**config.mk**
```make
export PLATFORM = sky130hd
export DESIGN_NAME = ahb_cmd_master
export DESIGN_NICKNAME = d
export VERILOG_FILES = /design/src/rtl/ahb_cmd_master.sv
export SDC_FILE = /design/constraint.sdc
export NUM_CORES = 1
export LEC_CHECK = 0
export ABC_AREA = 1
export BUFFER_PORTS_ARGS = -buffer_cell sky130_fd_sc_hd__buf_2
export CAP_MARGIN = 10
export CORE_ASPECT_RATIO = 0.7
export CORE_MARGIN = 1
export CORE_UTILIZATION = 39
export CTS_CLUSTER_DIAMETER = 120
export DETAILED_ROUTE_END_ITERATION = 12
export GPL_TIMING_DRIVEN = 0
export PLACE_DENSITY_LB_ADDON = 0.1
export SLEW_MARGIN = 20
export SYNTH_ARGS = -nofsm -noshare
export SYNTH_HDL_FRONTEND = slang
export SYNTH_SLANG_ARGS = --single-unit
```
**constraint.sdc**
```tcl
create_clock -name HCLK -period 4.6 [get_ports HCLK]
set_input_delay 0.23 -clock HCLK [delete_from_list [all_inputs] [get_ports HCLK]]
set_output_delay 0.23 -clock HCLK [all_outputs]
set_load 0.02 [all_outputs]
```
**src/rtl/ahb_cmd_master.sv**
```systemverilog
// AHB-Lite single-beat master fed by a command FIFO. Commands are issued as
// pipelined NONSEQ transfers and each one returns a single in-order response.
module ahb_cmd_master #(
    parameter int unsigned DEPTH  = 4,
    parameter int unsigned ADDR_W = 32,
    parameter int unsigned DATA_W = 32
) (
    input  logic              HCLK,
    input  logic              HRESETn,
    input  logic              cmd_valid,
    output logic              cmd_ready,
    input  logic              cmd_write,
    input  logic [ADDR_W-1:0] cmd_addr,
    input  logic [DATA_W-1:0] cmd_wdata,
    output logic              rsp_valid,
    output logic              rsp_write,
    output logic [DATA_W-1:0] rsp_rdata,
    output logic              rsp_error,
    output logic              busy,
    output logic [ADDR_W-1:0] HADDR,
    output logic              HWRITE,
    output logic [1:0]        HTRANS,
    output logic [2:0]        HSIZE,
    output logic [DATA_W-1:0] HWDATA,
    input  logic [DATA_W-1:0] HRDATA,
    input  logic              HREADY,
    input  logic              HRESP
);
    localparam int unsigned PTR_W = (DEPTH > 1) ? $clog2(DEPTH) : 1;
    localparam logic [PTR_W:0] CNT_FULL = DEPTH[PTR_W:0];
    localparam logic [1:0] TRANS_IDLE = 2'b00;
    localparam logic [1:0] TRANS_NONSEQ = 2'b10;

    // Byte-lane bits never reach the bus; only the word address is queued.
    logic              w_unused_addr_lsb;
    assign w_unused_addr_lsb = ^cmd_addr[1:0];

    logic              r_fifo_write [DEPTH];
    logic [ADDR_W-3:0] r_fifo_addr  [DEPTH];
    logic [DATA_W-1:0] r_fifo_wdata [DEPTH];
    logic [PTR_W-1:0]  r_wptr;
    logic [PTR_W-1:0]  r_rptr;
    logic [PTR_W:0]    r_count;
    logic [PTR_W:0]    w_count_d;

    logic              w_full;
    logic              w_push;
    logic              w_pop;

    logic              r_ap_valid;
    logic              r_ap_write;
    logic [ADDR_W-3:0] r_ap_addr;
    logic [DATA_W-1:0] r_ap_wdata;
    logic              r_dp_valid;
    logic              r_dp_write;
    logic [DATA_W-1:0] r_dp_wdata;

    logic              r_rsp_valid;
    logic              r_rsp_write;
    logic [DATA_W-1:0] r_rsp_rdata;
    logic              r_rsp_error;

    assign w_full = (r_count == CNT_FULL);
    assign w_push = cmd_valid && !w_full;
    // The FIFO head only advances into the address phase on a ready edge.
    assign w_pop  = HREADY && (r_count != '0);

    always_comb begin
        w_count_d = r_count;
        if (w_push && !w_pop) begin
            w_count_d = r_count + 1'b1;
        end else if (!w_push && w_pop) begin
            w_count_d = r_count - 1'b1;
        end
    end

    always_ff @(posedge HCLK) begin
        if (w_push) begin
            r_fifo_write[r_wptr] <= cmd_write;
            r_fifo_addr[r_wptr]  <= cmd_addr[ADDR_W-1:2];
            r_fifo_wdata[r_wptr] <= cmd_wdata;
        end
    end

    always_ff @(posedge HCLK or negedge HRESETn) begin
        if (!HRESETn) begin
            r_wptr  <= '0;
            r_rptr  <= '0;
            r_count <= '0;
        end else begin
            if (w_push) begin
                r_wptr <= r_wptr + 1'b1;
            end
            if (w_pop) begin
                r_rptr <= r_rptr + 1'b1;
            end
            r_count <= w_count_d;
        end
    end

    always_ff @(posedge HCLK or negedge HRESETn) begin
        if (!HRESETn) begin
            r_ap_valid <= 1'b0;
            r_ap_write <= 1'b0;
            r_ap_addr  <= '0;
            r_ap_wdata <= '0;
            r_dp_valid <= 1'b0;
            r_dp_write <= 1'b0;
            r_dp_wdata <= '0;
        end else if (HREADY) begin
            r_dp_valid <= r_ap_valid;
            r_dp_write <= r_ap_write;
            r_dp_wdata <= r_ap_wdata;
            r_ap_valid <= w_pop;
            if (w_pop) begin
                r_ap_write <= r_fifo_write[r_rptr];
                r_ap_addr  <= r_fifo_addr[r_rptr];
                r_ap_wdata <= r_fifo_wdata[r_rptr];
            end
        end
    end

    always_ff @(posedge HCLK or negedge HRESETn) begin
        if (!HRESETn) begin
            r_rsp_valid <= 1'b0;
            r_rsp_write <= 1'b0;
            r_rsp_rdata <= '0;
            r_rsp_error <= 1'b0;
        end else begin
            r_rsp_valid <= HREADY && r_dp_valid;
            if (HREADY && r_dp_valid) begin
                r_rsp_write <= r_dp_write;
                r_rsp_rdata <= r_dp_write ? '0 : HRDATA;
                r_rsp_error <= HRESP;
            end
        end
    end

    assign cmd_ready = !w_full;
    assign busy      = (r_count != '0) || r_ap_valid || r_dp_valid;

    assign rsp_valid = r_rsp_valid;
    assign rsp_write = r_rsp_write;
    assign rsp_rdata = r_rsp_rdata;
    assign rsp_error = r_rsp_error;

    assign HADDR  = {r_ap_addr, 2'b00};
    assign HWRITE = r_ap_write;
    assign HTRANS = r_ap_valid ? TRANS_NONSEQ : TRANS_IDLE;
    assign HSIZE  = 3'b010;
    assign HWDATA = (r_dp_valid && r_dp_write) ? r_dp_wdata : '0;

endmodule

```
==> reports/metrics.csv <==
stage,metric,value,unit
status,status,finished clean,
global_routing,grt_use_total,19.2,%
pwr,p_leak,9.99,nW
yosys,ys.flop_type,edfxtp_1,
yosys,syn_area,0.0161,mm2
detailed_routing,antenna_left,0,
worst_setup_path,r2r_cells,11,
pwr,p_per_area,629,mW/mm2
cells_and_area,fill_cells,3684,
timing,clock.fmax,422,MHz
global_routing,grt_pass1_wl,61900,um
timing,slew_headroom,53.8,%
floorplan,placementRows,61,
cells_and_area,drive_above_1_share,17.2,%
detailed_routing,vias,11100,
detailed_routing,via_per_inst,4.46,
worst_setup_path,critPathLaunch,r_dp_write$_DFFE_PN0P_,
global_routing,grt_antenna_before_repair,0,
worst_setup_path,cp.required,4.37,ns
worst_setup_path,worstSetupEndpointType,output pin,
pwr,power_frac_clock,27.3,%
pwr,p_int,8.33,mW
cells_and_area,final_cells,2499,
placement,place_congestion,0.736,
pwr,swShare,35.5,%
floorplan,die_w,245,um
cells_and_area,ff_latch_area,0.0111,mm2
detailed_routing,drt-pass1-iter-count,5,
pwr,seqPwrFrac,39.8,%
yosys,synth_top_area_share,47.0,%
timing,hold_violations,0,
cells_and_area,finalInstanceArea,0.0205,mm2
timing,slew_violations,0,
placement,place_area,0.0181,mm2
timing,setup_viol,0,
timing,fin_ws,2.23,ns
cells_and_area,final_cell_mix,"nand2_1, inv_1, edfxtp_1, buf_2, dfrtp_1",
min_path,hold_path_class,in -> async,
clocking,cts_buffers,41,
yosys,synth-seq-area-share,68.7,%
pwr,ir_drop,0.000249,V
worst_setup_path,regToRegSetupSlack,2.28,ns
timing,tightest_slew,0.693,ns
cells_and_area,final_common_cell,nand2_1,
timing,setup-tns-final,0,ns
clocking,clock_latency,0.54,ns
clocking,htree_levels,2,
detailed_routing,drc,0,
placement,dp_cells,2326,
global_routing,grt_pass1_vias,10800,
detailed_routing,finalWirelength,39600,um
worst_setup_path,worstReg2RegStart,r_count[0]$_DFFE_PN0P_,
cells_and_area,area_delta_synth_final,27.5,%
clocking,clockBufferDepth,3,
global_routing,grt_max_degree,82,
floorplan,die_h,172,um
yosys,synth_cells,1575,
timing,finClkSkew,0.0112,ns
worst_setup_path,reg2reg_to,r_count[2]$_DFFE_PN0P_,
yosys,ys_ff_latch,392,
timing,period_needed,2.37,ns
yosys,yosys_warnings,0,
yosys,synth_edf_count,252,
yosys,synth_area_per_cell,10.2,um2
yosys,synthTopCellsByArea,"edfxtp_1, dfrtp_1, nand2_1",
cells_and_area,diodes,0,
clocking,clkSinkCount,392,
placement,io_buffer_count,199,
yosys,async_reset_ff_share,35.7,%
clocking,clk_pin_slew,0.06,ns
floorplan,die-area,0.0421,mm2
worst_setup_path,cp.arrival,2.14,ns
clocking,cts_root_buffer,clkbuf_16,
detailed_routing,wl_per_cell,15.9,um
cells_and_area,final_nets,2039,
cells_and_area,fin_util,51.1,%
flow_run,max_cap_violations,0,
placement,dpl_worst_slack,2.26,ns
timing,fin_crit_sh,51.6,%
worst_setup_path,path_max_fanout,10,
timing,rsz0062_at_grt,no,
yosys,synthDistinctLibCells,22,
worst_setup_path,critPathLaunchType,register,
yosys,yosys.area.top_type,edfxtp_1,
placement,dp_hpwl,25800,um
detailed_routing,initialDrtViolationCount,666,
cells_and_area,multiInputGateArea,0.00353,mm2
floorplan,start_util,40.0,%
floorplan,core-area,0.0402,mm2
pwr,power.switching,4.58,mW
clocking,cts_tree,built,
floorplan,ioPinCount,209,
pwr,combPwrFrac,32.9,%
worst_setup_path,path_class,reg -> out,
global_routing,overflow,0,
-- sequential cells by signal, summed over array words and instances, names as in the netlist, 3 cells and up --
signal and count:
r_fifo_write 4, r_dp_wdata 32, r_fifo_wdata 128, r_ap_addr 30, r_fifo_addr 120, r_count 3
r_ap_wdata 32, rsp_rdata 32
-- stage by stage --
stage | total power [mW] | hold WS [ns]
global route | 13.8 | 0.278
global placement | 9.33 | 0.431
floorplan | 7.86 | -0.0656
finish | 12.9 | 0.242
detailed placement | 9.46 | 0.224
CTS | 13.1 | 0.232
-- critical path, stage by stage (launching register included) --
cell	delay (ns)
dfrtp_1	0.42
nand2_1	0.36
clkbuf_1	0.45
nor2_1	0.16
buf_2	0.20
-- power groups by stage --
stage / Clock [mW] / Combinational, mW / Sequential [mW]
after floorplan: 0 / 2.35 / 5.51
after global placement: 0 / 4.03 / 5.29
final: 3.52 / 4.25 / 5.14
after detailed placement: 0 / 4.25 / 5.21
after CTS: 3.61 / 4.34 / 5.14
after global routing: 3.75 / 4.82 / 5.24
-- kinds of logic (layout without fill, tap and decap cells) --
family	Yosys count	after routing	synth area share [%]
xor gates and xnor gates	5	5	0.272
muxes	1	1	0.0699
AOI/OAI and AO/OA	68	68	2.86
other	2	6	0.0466
and+or+nand+nor	721	721	17.9
adders and majority gates	6	6	0.513
buffers and inverters	380	765	9.62
DFF	392	392	68.7
-- per-layer routing --
layer / GRT usage, % / wire length, um
met1: 27.9 / 19400
met2: 30.2 / 18000
met3: 3.03 / 1480
met4: 4.78 / 760
met5: 0 / 0
-- worst max-delay path by stage --
stage / cells after the start / endpoint / slack [ns]
2_1_floorplan: 4 / r_fifo_addr[0][0]$_DFFE_PP_ / 0.58
3_3_place_gp: 4 / r_fifo_wdata[2][16]$_DFFE_PP_ / -2.02
3_5_place_dp: 6 / r_fifo_wdata[2][18]$_DFFE_PP_ / 2.26
4_1_cts: 4 / HWDATA[22] / 2.16
5_1_grt: 4 / HWDATA[23] / 2.09
6_report: 4 / HWDATA[22] / 2.23
-- synthesized netlist by cell type, types with 3 or more instances --
cell type	n
a22o_1	32
buf_1	5
buf_2	32
buf_4	16
buf_6	3
clkbuf_1	21
dfrtp_1	140
edfxtp_1	252
ha_1	5
inv_1	300
inv_2	3
nand2_1	550
nand3_1	129
nor2_1	39
o21ai_0	36
xor2_1	3
-- layout make-up --
cell class | instances | area share (%)
inverters | 303 | 5.54
clock inverters | 21 | 1.26
plain buffers | 77 | 2.00
clock buffers | 55 | 5.75
repair buffers | 309 | 11.1
multi-input cells | 807 | 17.2
flip-flops and latches | 392 | 53.9
well taps | 535 | 3.26
-- what timing repair did --
action | CTS | global route
endpoints found under the hold margin | 344 | 0
setup buffers | 0 | 0
gates resized for setup | 0 | 0
hold buffers | 97 | 0
No activity file was read; power rests on OpenSTA's default activity.
